[config.mk]
export PLATFORM = sky130hd
export DESIGN_NAME = param_register_file
export DESIGN_NICKNAME = d
export VERILOG_FILES = /design/src/rtl/param_register_file.sv
export SDC_FILE = /design/constraint.sdc
export NUM_CORES = 1
export LEC_CHECK = 0
export ABC_CLOCK_PERIOD_IN_PS = 6600
export CORE_MARGIN = 1.5
export CORE_UTILIZATION = 40
export CTS_CLUSTER_DIAMETER = 200
export DETAILED_ROUTE_END_ITERATION = 16
export PLACE_DENSITY = 0.62
export SLEW_MARGIN = 20
export SYNTH_ARGS = -nofsm -noshare
export SYNTH_HDL_FRONTEND = slang
export SYNTH_SLANG_ARGS = --single-unit
[constraint.sdc]
create_clock -name CLK -period 6.6 [get_ports CLK]
set_clock_uncertainty 0.05 [all_clocks]
set_input_delay 0.99 -clock CLK [delete_from_list [all_inputs] [get_ports CLK]]
set_output_delay 0.99 -clock CLK [all_outputs]
set_load 0.02 [all_outputs]
[src/rtl/param_register_file.sv]
// Parametrised MIPS-style register file: registered reads with write-first forwarding,
// hardware clear sweep after reset. Define REGFILE_ZERO_REG_EN for hard-wired $zero at address 0.
module param_register_file #(
  parameter int DATA_W = 32,
  parameter int ADDR_W = 5,
  parameter int NUM_RD = 2
) (
  input  logic                       CLK,
  input  logic                       RST,
  input  logic [NUM_RD*ADDR_W-1:0]   Read_Register,
  input  logic [NUM_RD-1:0]          Read_Enable,
  output logic [NUM_RD*DATA_W-1:0]   Read_Data,
  input  logic [ADDR_W-1:0]          Write_Register,
  input  logic [DATA_W-1:0]          Write_Data,
  input  logic                       RegWrite,
  output logic                       Busy
);

  localparam int DEPTH = 1 << ADDR_W;

  typedef enum logic {CLEAR, READY} state_t;

  state_t                          state;
  state_t                          state_next;
  logic [ADDR_W-1:0]               clear_idx;
  logic [ADDR_W-1:0]               clear_idx_next;
  logic [DATA_W-1:0]               regs [DEPTH];
  logic [NUM_RD-1:0][DATA_W-1:0]   read_q;
  logic [NUM_RD-1:0][DATA_W-1:0]   read_fwd;
  logic                            write_en;

  always_ff @(posedge CLK or posedge RST) begin
    if (RST) begin
      state     <= CLEAR;
      clear_idx <= '0;
    end else begin
      state     <= state_next;
      clear_idx <= clear_idx_next;
    end
  end

  // The sweep leaves CLEAR on the same edge that zeroes the last entry.
  always_comb begin
    state_next     = state;
    clear_idx_next = clear_idx;
    Busy           = 1'b0;
    if (state == CLEAR) begin
      Busy           = 1'b1;
      clear_idx_next = clear_idx + 1'b1;
      if (clear_idx == {ADDR_W{1'b1}}) begin
        state_next = READY;
      end
    end
  end

`ifdef REGFILE_ZERO_REG_EN
  assign write_en = RegWrite && (state == READY) && (Write_Register != '0);
`else
  assign write_en = RegWrite && (state == READY);
`endif

  always_ff @(posedge CLK) begin
    if (state == CLEAR) begin
      regs[clear_idx] <= '0;
    end else if (write_en) begin
      regs[Write_Register] <= Write_Data;
    end
  end

  // Write-first bypass: a same-edge write to the read address wins over the stored value.
  always_comb begin
    read_fwd = '0;
    for (int k = 0; k < NUM_RD; k++) begin
      read_fwd[k] = regs[Read_Register[k*ADDR_W +: ADDR_W]];
      if (write_en && (Write_Register == Read_Register[k*ADDR_W +: ADDR_W])) begin
        read_fwd[k] = Write_Data;
      end
`ifdef REGFILE_ZERO_REG_EN
      if (Read_Register[k*ADDR_W +: ADDR_W] == '0) begin
        read_fwd[k] = '0;
      end
`endif
    end
  end

  always_ff @(posedge CLK or posedge RST) begin
    if (RST) begin
      read_q <= '0;
    end else begin
      for (int k = 0; k < NUM_RD; k++) begin
        if (Read_Enable[k]) begin
          read_q[k] <= (state == CLEAR) ? '0 : read_fwd[k];
        end
      end
    end
  end

  assign Read_Data = read_q;

endmodule

Word-level counts from Yosys, hierarchy flattened
Memory sizes are Yosys's and may differ from the RTL's.
Cells that the tools add are included.
- register bits after elaboration: 70
- memory bits (writable): 1024
- output and inout port bits: 65
- word-level logic and storage cells: 26
- memories kept: 1
- add/subtract/negate cells: 1
- equal/unequal tests: 3
- multiplexer cells: 13
- reduce and logical (&&, ||, !) cells: 4
- memories (memory ; depth ; width ; read ports ; clocked after Yosys merged registers in ; wr ports ; RTL line ; RTL):
    regs ; 32 ; 32 ; 2 ; 0 ; 1 ; 27 ; logic [DATA_W-1:0] regs [DEPTH];
- operators by type and width (kind ; number):
    $mux 32 ; 5
    $reduce_or 32->1 ; 1
    $eq 5x5->1 ; 2
    $mux 1 ; 7
    $add 5x1->5 const B ; 1
    $eq 5x5->1 const B ; 1
    $mux 5 ; 1
    $logic_and 1x1->1 ; 3

Longest topological paths before layout
Gate-level depths: netlist of the first run.
- depth in word-level cells: 6
- depth in mapped cells: 9

Least setup slack after synthesis of the first run
No wires, ideal clock.
- kind: input port to flip-flop
- start point: input port RegWrite
- end point: memory regs[18][0] (enable)
- data arrival time: 3368 ps
- data required time: 6129 ps
- slack: 2761 ps
- cell stages on the path: 6
- path buffers: 2
- path through: clkbuf_1 > nand2_1 > clkbuf_1 > mux2i_1 > nand2_1 > nor2_1
- longest elaborated chain between the ends: 6
- elaborated cells on any way between the ends: 7
- classes of those cells: mux: 5; reduce/logical: 2
- RTL lines (item ; RTL line ; RTL):
    start: declaration ; 15 ; input logic RegWrite,
    $logic_and 1x1->1 (*) ; 59 ; assign write_en = RegWrite && (state == READY);
    $mux 1 (*) ; 65 ; end else if (write_en) begin
    $mux 1 (*) ; 63 ; if (state == CLEAR) begin
    $mux 1 (implied by the code) (*) ; 66 ; regs[Write_Register] <= Write_Data;
    $reduce_or 32->1 (no source line) ; - ;
    $mux 5 (no source line) or $mux 1 (tied branches) ; - ;
    end: declaration ; 27 ;
Mark *: on every way between the ends. The rest lies on a longest branch, timed or not.

Worst setup path after layout of the first run
- start point: register state
- end point: memory regs[12][6] (enable)
- longest elaborated chain between the ends: 6
- elaborated cells on any way between the ends: 8
- classes of those cells: mux: 6; reduce/logical: 2
- RTL lines (item ; RTL line ; RTL):
    start: declaration ; 23 ; state_t state;
    start signal: assignment ; 37 ; state <= state_next;
    $logic_and 1x1->1 ; 59 ;
    $mux 1 ; 65 ;
    $mux 1 ; 63 ;
    $mux 1 (implied by the code) ; 66 ;
    $reduce_or 32->1 (no source line) ; - ;
    $mux 5 (no source line) or $mux 1 (tied branches) ; - ;
Parallel ways exist; a longest one is shown, timed or not.

==> reports/qor.yml, run 1 <==
post_synth_inst_count: 2611
synth_area_mm2: 0.05037
cts_tree: "yes"
cap_violations: 0
rrSetupSlack_ns: 2.86
core-area_mm2: 0.1252
hold_class: "in -> async"
dp.cells: 4247
synth_fp_nets: 2665
die_area_mm2: 0.1281
endpoint_kind: "register"
ys_top_cells_by_count: "edfxtp_1 (1024), mux4_2 (512), a211oi_1 (128)"
yosysMostFrequentCell: "edfxtp_1"
synth_seq_area_share_pct: 64.52
cp.arrival_ns: 4.08
syn_avg_cell_area_um2: 19.29
numCtsBuffers: 108
die_y_um: 357.9
multi_input_area_mm2: 0.01715
final_antenna_net_count: 0
cts-root-buf: "clkbuf_16"
wirelength_mm: 150.3
synth_area_leaders: "edfxtp_1 (61%), mux4_2 (23%), dfrtp_1 (3.5%)"
finalSetupViolCount: 0
ctsResizeCount: 0
die_x_um: 357.9
post_cts_buffers: 0
cts_hold_buf: 0
yosysWarnings: 0
dp_slack_ns: 2.343
drt_first_pass_iters: 7
grt_max_degree: 102
synth-async-reset-ratio_pct: 6.399
io-pin-count: 117
path_class: "reg -> reg"
start_util_pct: 40.22
gp_congestion: 0.9043
reg2reg_from: "state"
fin_nets: 2762
worstMarginPinSlew_ns: 1.136
clock.fmax_mhz: 267.2
grt.overflow.total: 0
utilization_pct: 45.85
dr_total_vias: 29020
synth_seq_cells: 1094
area_growth_pct: 14.01
finalPower_mw: 15.35
synth_ff_type: "edfxtp_1"
io_buffers: 116
ir_worst_vdd_mv: 0.1971
regArea_mm2: 0.03250
worstPathRequired_ns: 6.93
grt_pass1_vias: 29780
clk_pin_slew_worst_paths_ns: 0.06
min_period_ns: 3.743
n_fill_cell: 10540
setup_slack_ns: 2.857
antenna_found_initial: 5
track_usage_pct: 23.60
yosysTopAreaCell: "edfxtp_1"
status: "finished, final reports clean"
h-tree-depth: 3
drc: 0
cp-start-kind: "register"
clock_path_buffers: 3
cts.sinks: 1094
p_leak_nw: 19.63
num_rows: 130
final_cell_count_no_fill: 4453
crit_start: "state"
fin_crit_sh_pct: 56.71
path_max_fanout: 47
drt-initial-drc-count: 3619
drive_above_1_share_pct: 30.40
wl_per_cell_um: 33.76
grt_pass1_wl_mm: 216.1
final_max_slew_viol_count: 0
viasPerCell: 6.517
insertion_delay_ns: 0.71
powerDensity_mw_per_mm2: 267.2
diodes: 0
synth_edf_count: 1024
hold_violations: 0
rsz0062_at_grt: "false"
slew_headroom_pct: 24.11
yosysTopAreaCellShare_pct: 61.04
place_hpwl_mm: 93.39
fin_setup_tns_ns: 0
synth.distinct_cells: 39
==> critical path: stages, from the launching register on <==
cell,delay (ns)
dfrtp_2,0.96
nand2_1,0.45
o31ai_1,0.42
nand2_1,0.32
nor2_4,0.80
buf_4,0.39
==> flip-flops by register name (all words and copies together) (netlist names) <==
name and count:
Read_Data 64, clear_idx 5, regs 1024, state 1
==> cells in the final DEF, fill, tap and decap left out, types with 3 or more instances in the layout <==
| master | instances |
|---|---|
| mux2i_1 | 76 |
| buf_4 | 76 |
| o211ai_1 | 11 |
| clkinv_2 | 25 |
| and3_1 | 22 |
| clkdlybuf4s50_1 | 106 |
| clkbuf_16 | 110 |
| nand2_1 | 48 |
| mux2_2 | 14 |
| buf_6 | 3 |
| a2111o_1 | 32 |
| xor2_1 | 5 |
| clkinv_1 | 25 |
| clkinvlp_4 | 5 |
| dfrtp_1 | 69 |
| clkbuf_1 | 21 |
| o22ai_1 | 106 |
| nor3_1 | 3 |
| edfxtp_1 | 1024 |
| a22oi_1 | 32 |
| xnor2_1 | 7 |
| nor2_1 | 58 |
| nor2_4 | 32 |
| bufinv_16 | 14 |
| and3_2 | 13 |
| inv_6 | 4 |
| a31oi_1 | 32 |
| nor2b_1 | 97 |
| buf_8 | 4 |
| inv_1 | 4 |
| mux4_2 | 512 |
| buf_2 | 3 |
| o21ai_0 | 34 |
| a211oi_1 | 128 |
| buf_12 | 17 |
==> stage by stage <==
step / instance area (um2) / hold WS, ns
floorplan: 50370 / 0.4425
detailed placement: 53830 / 0.5447
finish: 57430 / 0.4704
CTS: 57390 / 0.4406
global route: 57430 / 0.4550
global placement: 53640 / 0.5326
==> final timing paths <==
kind                       cells after the start       endpoint
max in group asynchronous                      3  Read_Data[45]
hold / removal                                 2  Read_Data[34]
setup / recovery                               5    regs[12][6]
hold reg to reg                                2  Read_Data[44]
setup reg to reg                               5    regs[12][6]
min in group CLK                               2  Read_Data[44]
==> metal layers <==
metal	up-vias	track usage, %	part of all wire [%]
met1	15660	31.47	38
met3	247	6.636	10
met4	12	7.165	3.1
met2	1652	37.75	48
met5	-	0	0.042
li1	11450	-	-
==> layout make-up <==
type	count	share of cell area [%]
clock buffer	131	4.930
clock inverter	74	1.268
inverter	5	0.03486
multi-input combinational	1288	29.86
timing repair buffer	211	3.719
tap	1650	3.595
sequential	1094	56.59
==> power breakdown <==
group,switching [mW],internal (mW),total (mW)
Combinational,0.814,0.531,1.34
Clock,2.66,3.60,6.26
Sequential,0.0937,7.65,7.75
Total,3.57,11.8,15.3
==> cells by family (layout without fill, tap and decap cells) <==
group	count (synthesis)	in the layout	synth area share, %
compound gates	385	385	5.472
xor+xnor	13	13	0.2409
fa+ha+maj	2	2	0.04967
buf+inv	229	421	2.124
flops	1094	1094	64.52
mux	602	602	24.71
simple gates	286	286	2.876
Power figures use the tool's default switching activity.
==> inputs of run 2 (changes only) <==
Settings changed: ABC_CLOCK_PERIOD_IN_PS 6600 to 3550.
Clock period 6.6 ns to 3.55 ns, I/O delays scaled along.
==> reports/qor.yml, run 2 (synthesis results as in run 1) <==
status: "finished, final reports clean"  # unchanged
final_common_cell: "edfxtp_1"  # unchanged
core-area_mm2: 0.1252  # unchanged
crit_chain: "buf_4 > inv_1 > clkdlybuf4s50_1"  # was nand2_1 > o31ai_1 > nand2_1 > nor2_4 > buf_4
track_usage_pct: 24.89  # was 23.60%
reg2reg_from: "state"  # unchanged
intPower_mw: 22.28  # was 11.78 mW
clock.fmax_mhz: 351.4
sw_frac_of_total_pct: 23.42  # was 23.24%
insertion_delay_ns: 0.71  # about the same
ctsResizeCount: 0  # unchanged
endpoint_kind: "output port"  # was register
crit_slowest_cell: "clkdlybuf4s50_1"  # was dfrtp_2
slew_headroom_pct: 25.16  # was 24.11%
ir_worst_vdd_mv: 0.4550  # was 0.1971 mV
num_rows: 130  # unchanged
worstPathRequired_ns: 2.97  # was 6.93 ns
rsz0062_at_grt: "false"  # unchanged
final_antenna_net_count: 0  # unchanged
drt_first_pass_iters: 5  # was 7
cts_hold_buf: 0  # unchanged
io-pin-count: 117  # unchanged
finalPower_mw: 29.09  # was 15.35 mW
clk_pin_slew_worst_paths_ns: 0.06  # about the same
p_leak_nw: 20.30  # was 19.63 nW
area_growth_pct: 16.60  # was 14.01%
final_max_slew_viol_count: 0  # unchanged
cts_tree: "yes"  # unchanged
cts-root-buf: "clkbuf_16"  # unchanged
start_util_pct: 40.22  # unchanged
cp.arrival_ns: 2.26  # was 4.08 ns
hold_violations: 0  # unchanged
drive_above_1_share_pct: 32.37  # was 30.40%
drt-initial-drc-count: 4119  # was 3619
p_seq_share_pct: 49.4  # was 50.5%
cts.sinks: 1094  # unchanged
post_cts_buffers: 0  # unchanged
switching_power_mw: 6.811  # was 3.567 mW
n_fill_cell: 10340  # was 10540
finalSetupViolCount: 0  # unchanged
antenna_found_initial: 10  # was 5
largest_reg_flops: 1024  # unchanged
fin_nets: 2846  # was 2762
min_period_ns: 2.846
multi_input_area_mm2: 0.01713  # was 0.01715 mm2
fin_crit_sh_pct: 80.17
numCtsBuffers: 112  # was 108
drc: 0  # unchanged
layout_common_cells: "edfxtp_1 (1024), mux4_2 (512), a211oi_1 (128)"  # unchanged
fin_setup_tns_ns: 0  # unchanged
grt_pass1_vias: 31010  # was 29780
cap_violations: 0  # unchanged
die_y_um: 357.9  # unchanged
grt_pass1_wl_mm: 225.7  # was 216.1 mm
utilization_pct: 46.90  # was 45.85%
io_buffers: 116  # unchanged
regArea_mm2: 0.03250  # unchanged
crit_start: "state"  # unchanged
clock_path_buffers: 3  # unchanged
dr_total_vias: 30230  # was 29020
top_register: "regs"  # unchanged
grt.overflow.total: 0  # unchanged
place_hpwl_mm: 93.87  # was 93.39 mm
wl_per_cell_um: 34.99  # was 33.76 um
powerDensity_mw_per_mm2: 495.2  # was 267.2 mW/mm2
cp-start-kind: "register"  # unchanged
h-tree-depth: 3  # unchanged
wirelength_mm: 159.0  # was 150.3 mm
die_x_um: 357.9  # unchanged
path_class: "reg -> out"  # was reg -> reg
die_area_mm2: 0.1281  # unchanged
viasPerCell: 6.652  # was 6.517
grt_max_degree: 71  # was 102
power.share.combinational_pct: 8.9  # was 8.8%
hold_class: "in -> async"  # unchanged
gp_congestion: 0.8457  # was 0.9043
path_max_fanout: 17  # was 47
worstMarginPinSlew_ns: 1.119  # was 1.136 ns
clock_power_share_pct: 41.6  # was 40.8%
slowest_delay_ns: 0.67  # was 0.96 ns
run 2: cell types whose count changed in the layout (fill, tap and decap cells not counted), sizes merged:
cell / change
buf: +80
bufinv: -2
clkbuf: +17
clkinv: -3
clkinvlp: -2
diode: +2
inv: -1
run 2: metrics by stage:
| step | area, um2 | std cells | setup slack [ns] | hold WS [ns] |
|---|---|---|---|---|
| floorplan | 50370 | 2611 | 0.1682 | 0.4425 |
| global placement | 54970 | 4328 | 0.5177 | 0.4982 |
| detailed placement | 54970 | 4328 | 0.4690 | 0.5028 |
| CTS | 58730 | 4542 | 0.6940 | 0.2008 |
| global route | 58730 | 4542 | 0.6606 | 0.1875 |
| finish | 58730 | 4544 | 0.7040 | 0.1679 |
run 2: layer usage:
metal | track usage [%] | up-vias | part of all wire (%)
met2 | 37.60 | 2064 | 45
met4 | 8.464 | 2 | 3.2
met5 | 0 | - | 0.0082
met1 | 35.34 | 16190 | 39
li1 | - | 11640 | -
met3 | 6.229 | 328 | 13
run 2: power groups by stage:
| stage | Sequential [mW] | Clock [mW] | Combinational [mW] |
|---|---|---|---|
| finish | 14.4 | 12.1 | 2.60 |
| detailed placement | 14.6 | 0 | 2.59 |
| global route | 14.4 | 12.7 | 2.74 |
| CTS | 14.4 | 12.2 | 2.60 |
| global placement | 14.6 | 0 | 2.56 |
| floorplan | 14.7 | 0 | 1.39 |
run 2: critical path: cells and delay by family, from the launching register on:
| kind | cells | cell delay [ns] |
|---|---|---|
| buffers and inverters | 3 | 1.14 |
| flip-flops | 1 | 0.41 |
run 2: worst paths after layout:
check | to | depth (start not counted) | slack, ns
setup / recovery | Busy | 3 | 0.70
max in group asynchronous | Read_Data[10] | 3 | 2.72
min in group CLK | Read_Data[60] | 3 | 0.42
hold reg to reg | clear_idx[2] | 1 | 0.52
setup reg to reg | regs[7][15] | 6 | 0.85
hold / removal | Read_Data[60] | 3 | 0.17
run 2: cell type report:
type	count	area share, %
clock inverters	66	1.161
clock buffers	148	5.245
well taps	1650	3.515
multi-input cells	1288	29.17
flip-flops and latches	1094	55.34
diodes	2	0.008521
inverters	5	0.03408
repair buffers	291	5.528
==> inputs of run 3 (changes only) <==
Settings changed: ABC_CLOCK_PERIOD_IN_PS 3550 to 3000.
Clock period 3.55 ns to 3 ns, I/O delays scaled along.
==> reports/qor.yml, run 3 (synthesis results as in run 1) <==
status: "finished, final reports clean"  # unchanged
slowest_delay_ns: 0.59  # was 0.67 ns
start_util_pct: 40.22  # unchanged
path_class: "reg -> reg"  # was reg -> out
reg2reg_to: "regs[8][24]"  # was regs[7][15]
insertion_delay_ns: 0.71  # about the same
drt_first_pass_iters: 5  # unchanged
crit_slowest_cell: "o31ai_1"  # was clkdlybuf4s50_1
n_fill_cell: 10280  # was 10340
grt.overflow.total: 0  # unchanged
clk_pin_slew_worst_paths_ns: 0.07  # was 0.06 ns
clock_path_buffers: 3  # unchanged
rrSetupSlack_ns: 0.16  # was 0.85 ns
crit_family: "simple AND/OR/NAND/NOR gates"  # was buffers and inverters
die_area_mm2: 0.1281  # unchanged
regArea_mm2: 0.03250  # unchanged
core-area_mm2: 0.1252  # unchanged
cts_hold_buf: 0  # unchanged
sw_frac_of_total_pct: 23.37  # was 23.42%
post_cts_buffers: 0  # unchanged
crit_buf_inv: 1  # was 3
final_max_slew_viol_count: 0  # unchanged
antenna_found_initial: 10  # unchanged
power.share.combinational_pct: 9.3  # was 8.9%
switching_power_mw: 8.099  # was 6.811 mW
num_rows: 130  # unchanged
ctsResizeCount: 0  # unchanged
busiest_layer: "met2"  # unchanged
powerDensity_mw_per_mm2: 580.0  # was 495.2 mW/mm2
wl_per_cell_um: 36.16  # was 34.99 um
track_usage_pct: 26.13  # was 24.89%
cts-root-buf: "clkbuf_16"  # unchanged
use_met1_pct: 36.50  # was 35.34%
drt-initial-drc-count: 4302  # was 4119
top_register: "regs"  # unchanged
final_antenna_net_count: 0  # unchanged
clock_power_share_pct: 41.6  # about the same
largest_reg_flops: 1024  # unchanged
cp-start-kind: "register"  # unchanged
gp_congestion: 0.8502  # was 0.8457
intPower_mw: 26.56  # was 22.28 mW
cap_violations: 0  # unchanged
grt_use_met2_pct: 39.80  # was 37.60%
grt_max_degree: 69  # was 71
multi_input_area_mm2: 0.01715  # was 0.01713 mm2
fin_nets: 2902  # was 2846
design_area_mm2: 0.05975  # was 0.05873 mm2
path_max_fanout: 16  # was 17
grt_pass1_vias: 31530  # was 31010
crit_chain: "nand2_1 > o31ai_1 > nand2_1 > nor2_4 > buf_12"  # was buf_4 > inv_1 > clkdlybuf4s50_1
ir_worst_vdd_mv: 0.4470  # was 0.4550 mV
layout_common_cells: "edfxtp_1 (1024), mux4_2 (512), a211oi_1 (128)"  # unchanged
cts_tree: "yes"  # unchanged
slew_headroom_pct: 30.04  # was 25.16%
worst-r2r-cell-count: 5  # was 6
min_period_ns: 2.836
crit_top_cell: "nand2_1"
viasPerCell: 6.677  # was 6.652
cts.sinks: 1094  # unchanged
worstPathRequired_ns: 3.33  # was 2.97 ns
p_leak_nw: 20.73  # was 20.30 nW
cp.arrival_ns: 3.17  # was 2.26 ns
dr_total_vias: 30700  # was 30230
p_seq_share_pct: 49.2  # was 49.4%
fin_crit_sh_pct: 94.55
area_growth_pct: 18.63  # was 16.60%
drive_above_1_share_pct: 33.63  # was 32.37%
numCtsBuffers: 116  # was 112
rsz0062_at_grt: "false"  # unchanged
reg2reg_from: "state"  # unchanged
finalSetupViolCount: 0  # unchanged
fin_setup_tns_ns: 0  # unchanged
wirelength_mm: 166.2  # was 159.0 mm
worstMarginPinSlew_ns: 1.049  # was 1.119 ns
grt_pass1_wl_mm: 236.1  # was 225.7 mm
die_x_um: 357.9  # unchanged
grt_use_met3_pct: 7.644  # was 6.229%
hold_class: "in -> async"  # unchanged
drc: 0  # unchanged
final_common_cell: "edfxtp_1"  # unchanged
h-tree-depth: 3  # unchanged
io_buffers: 116  # unchanged
place_hpwl_mm: 102.0  # was 93.87 mm
hold_violations: 0  # unchanged
clock.fmax_mhz: 352.5
endpoint_kind: "register"  # was output port
placed_cell_area_mm2: 0.05595  # was 0.05497 mm2
die_y_um: 357.9  # unchanged
io-pin-count: 117  # unchanged
==> run 3: cell types whose count changed in the layout (fill, tap and decap cells not counted), moves of 3 or more <==
| cell | change |
|---|---|
| clkinvlp_4 | +4 |
| clkbuf_16 | +3 |
| clkbuf_1 | +4 |
| clkinv_8 | -3 |
| buf_4 | +5 |
| buf_12 | +47 |
| clkbuf_8 | -5 |
==> run 3: worst max path at each step <==
stage	to	depth (start not counted)	slack [ns]	startpoint
6_report	regs[8][24]	5	0.16	state
3_3_place_gp	regs[8][30]	6	-0.06	Write_Register[3]
4_1_cts	Busy	2	0.25	state
3_5_place_dp	regs[8][30]	6	0.02	Write_Register[3]
2_1_floorplan	regs[18][0]	6	-0.30	RegWrite
5_1_grt	regs[8][30]	5	0.16	state
==> run 3: power by group through the flow <==
| stage | registers, mW | logic [mW] | clock network [mW] |
|---|---|---|---|
| after detailed placement | 17.3 | 3.20 | 0 |
| after CTS | 17.0 | 3.21 | 14.6 |
| after global placement | 17.3 | 3.15 | 0 |
| after global routing | 17.0 | 3.37 | 15.1 |
| after floorplan | 17.4 | 1.65 | 0 |
| final | 17.0 | 3.21 | 14.4 |
==> run 3: layout make-up <==
| cell class | count | area share, % |
|---|---|---|
| antenna | 1 | 0.004188 |
| clock buffer | 150 | 5.191 |
| clock inverter | 67 | 1.150 |
| inverter | 5 | 0.03350 |
| multi-input combinational | 1288 | 28.70 |
| sequential | 1094 | 54.39 |
| tap | 1650 | 3.455 |
| timing repair buffer | 343 | 7.071 |
==> run 3: through the flow <==
step                hold WS (ns)  instances  utilization [%]  setup slack, ns  power (mW)
CTS                      0.07106       4597            47.70           0.2467       34.80
detailed placement        0.4726       4380            44.68          0.02136       20.54
global route              0.1006       4597            47.71           0.1591       35.54
finish                   0.08112       4598            47.71           0.1635       34.66
global placement          0.4739       4380            44.67         -0.05524       20.49
floorplan                 0.4425       2611                -          -0.2993       19.01
==> run 3: worst reg2reg max path, delay by kind of cell (launching register included) <==
kind                   cells  cell delay (ns)
AND/OR/NAND/NOR            3             1.08
AO/OA/AOI/OAI              1             0.59
flip-flops                 1             0.54
buffers and inverters      1             0.23
==> run 3: routing by layer <==
layer | share of wire, % | routed length, um
met1 | 39 | 64170
met2 | 46 | 76290
met3 | 13 | 21060
met4 | 2.8 | 4627
met5 | 0.055 | 92
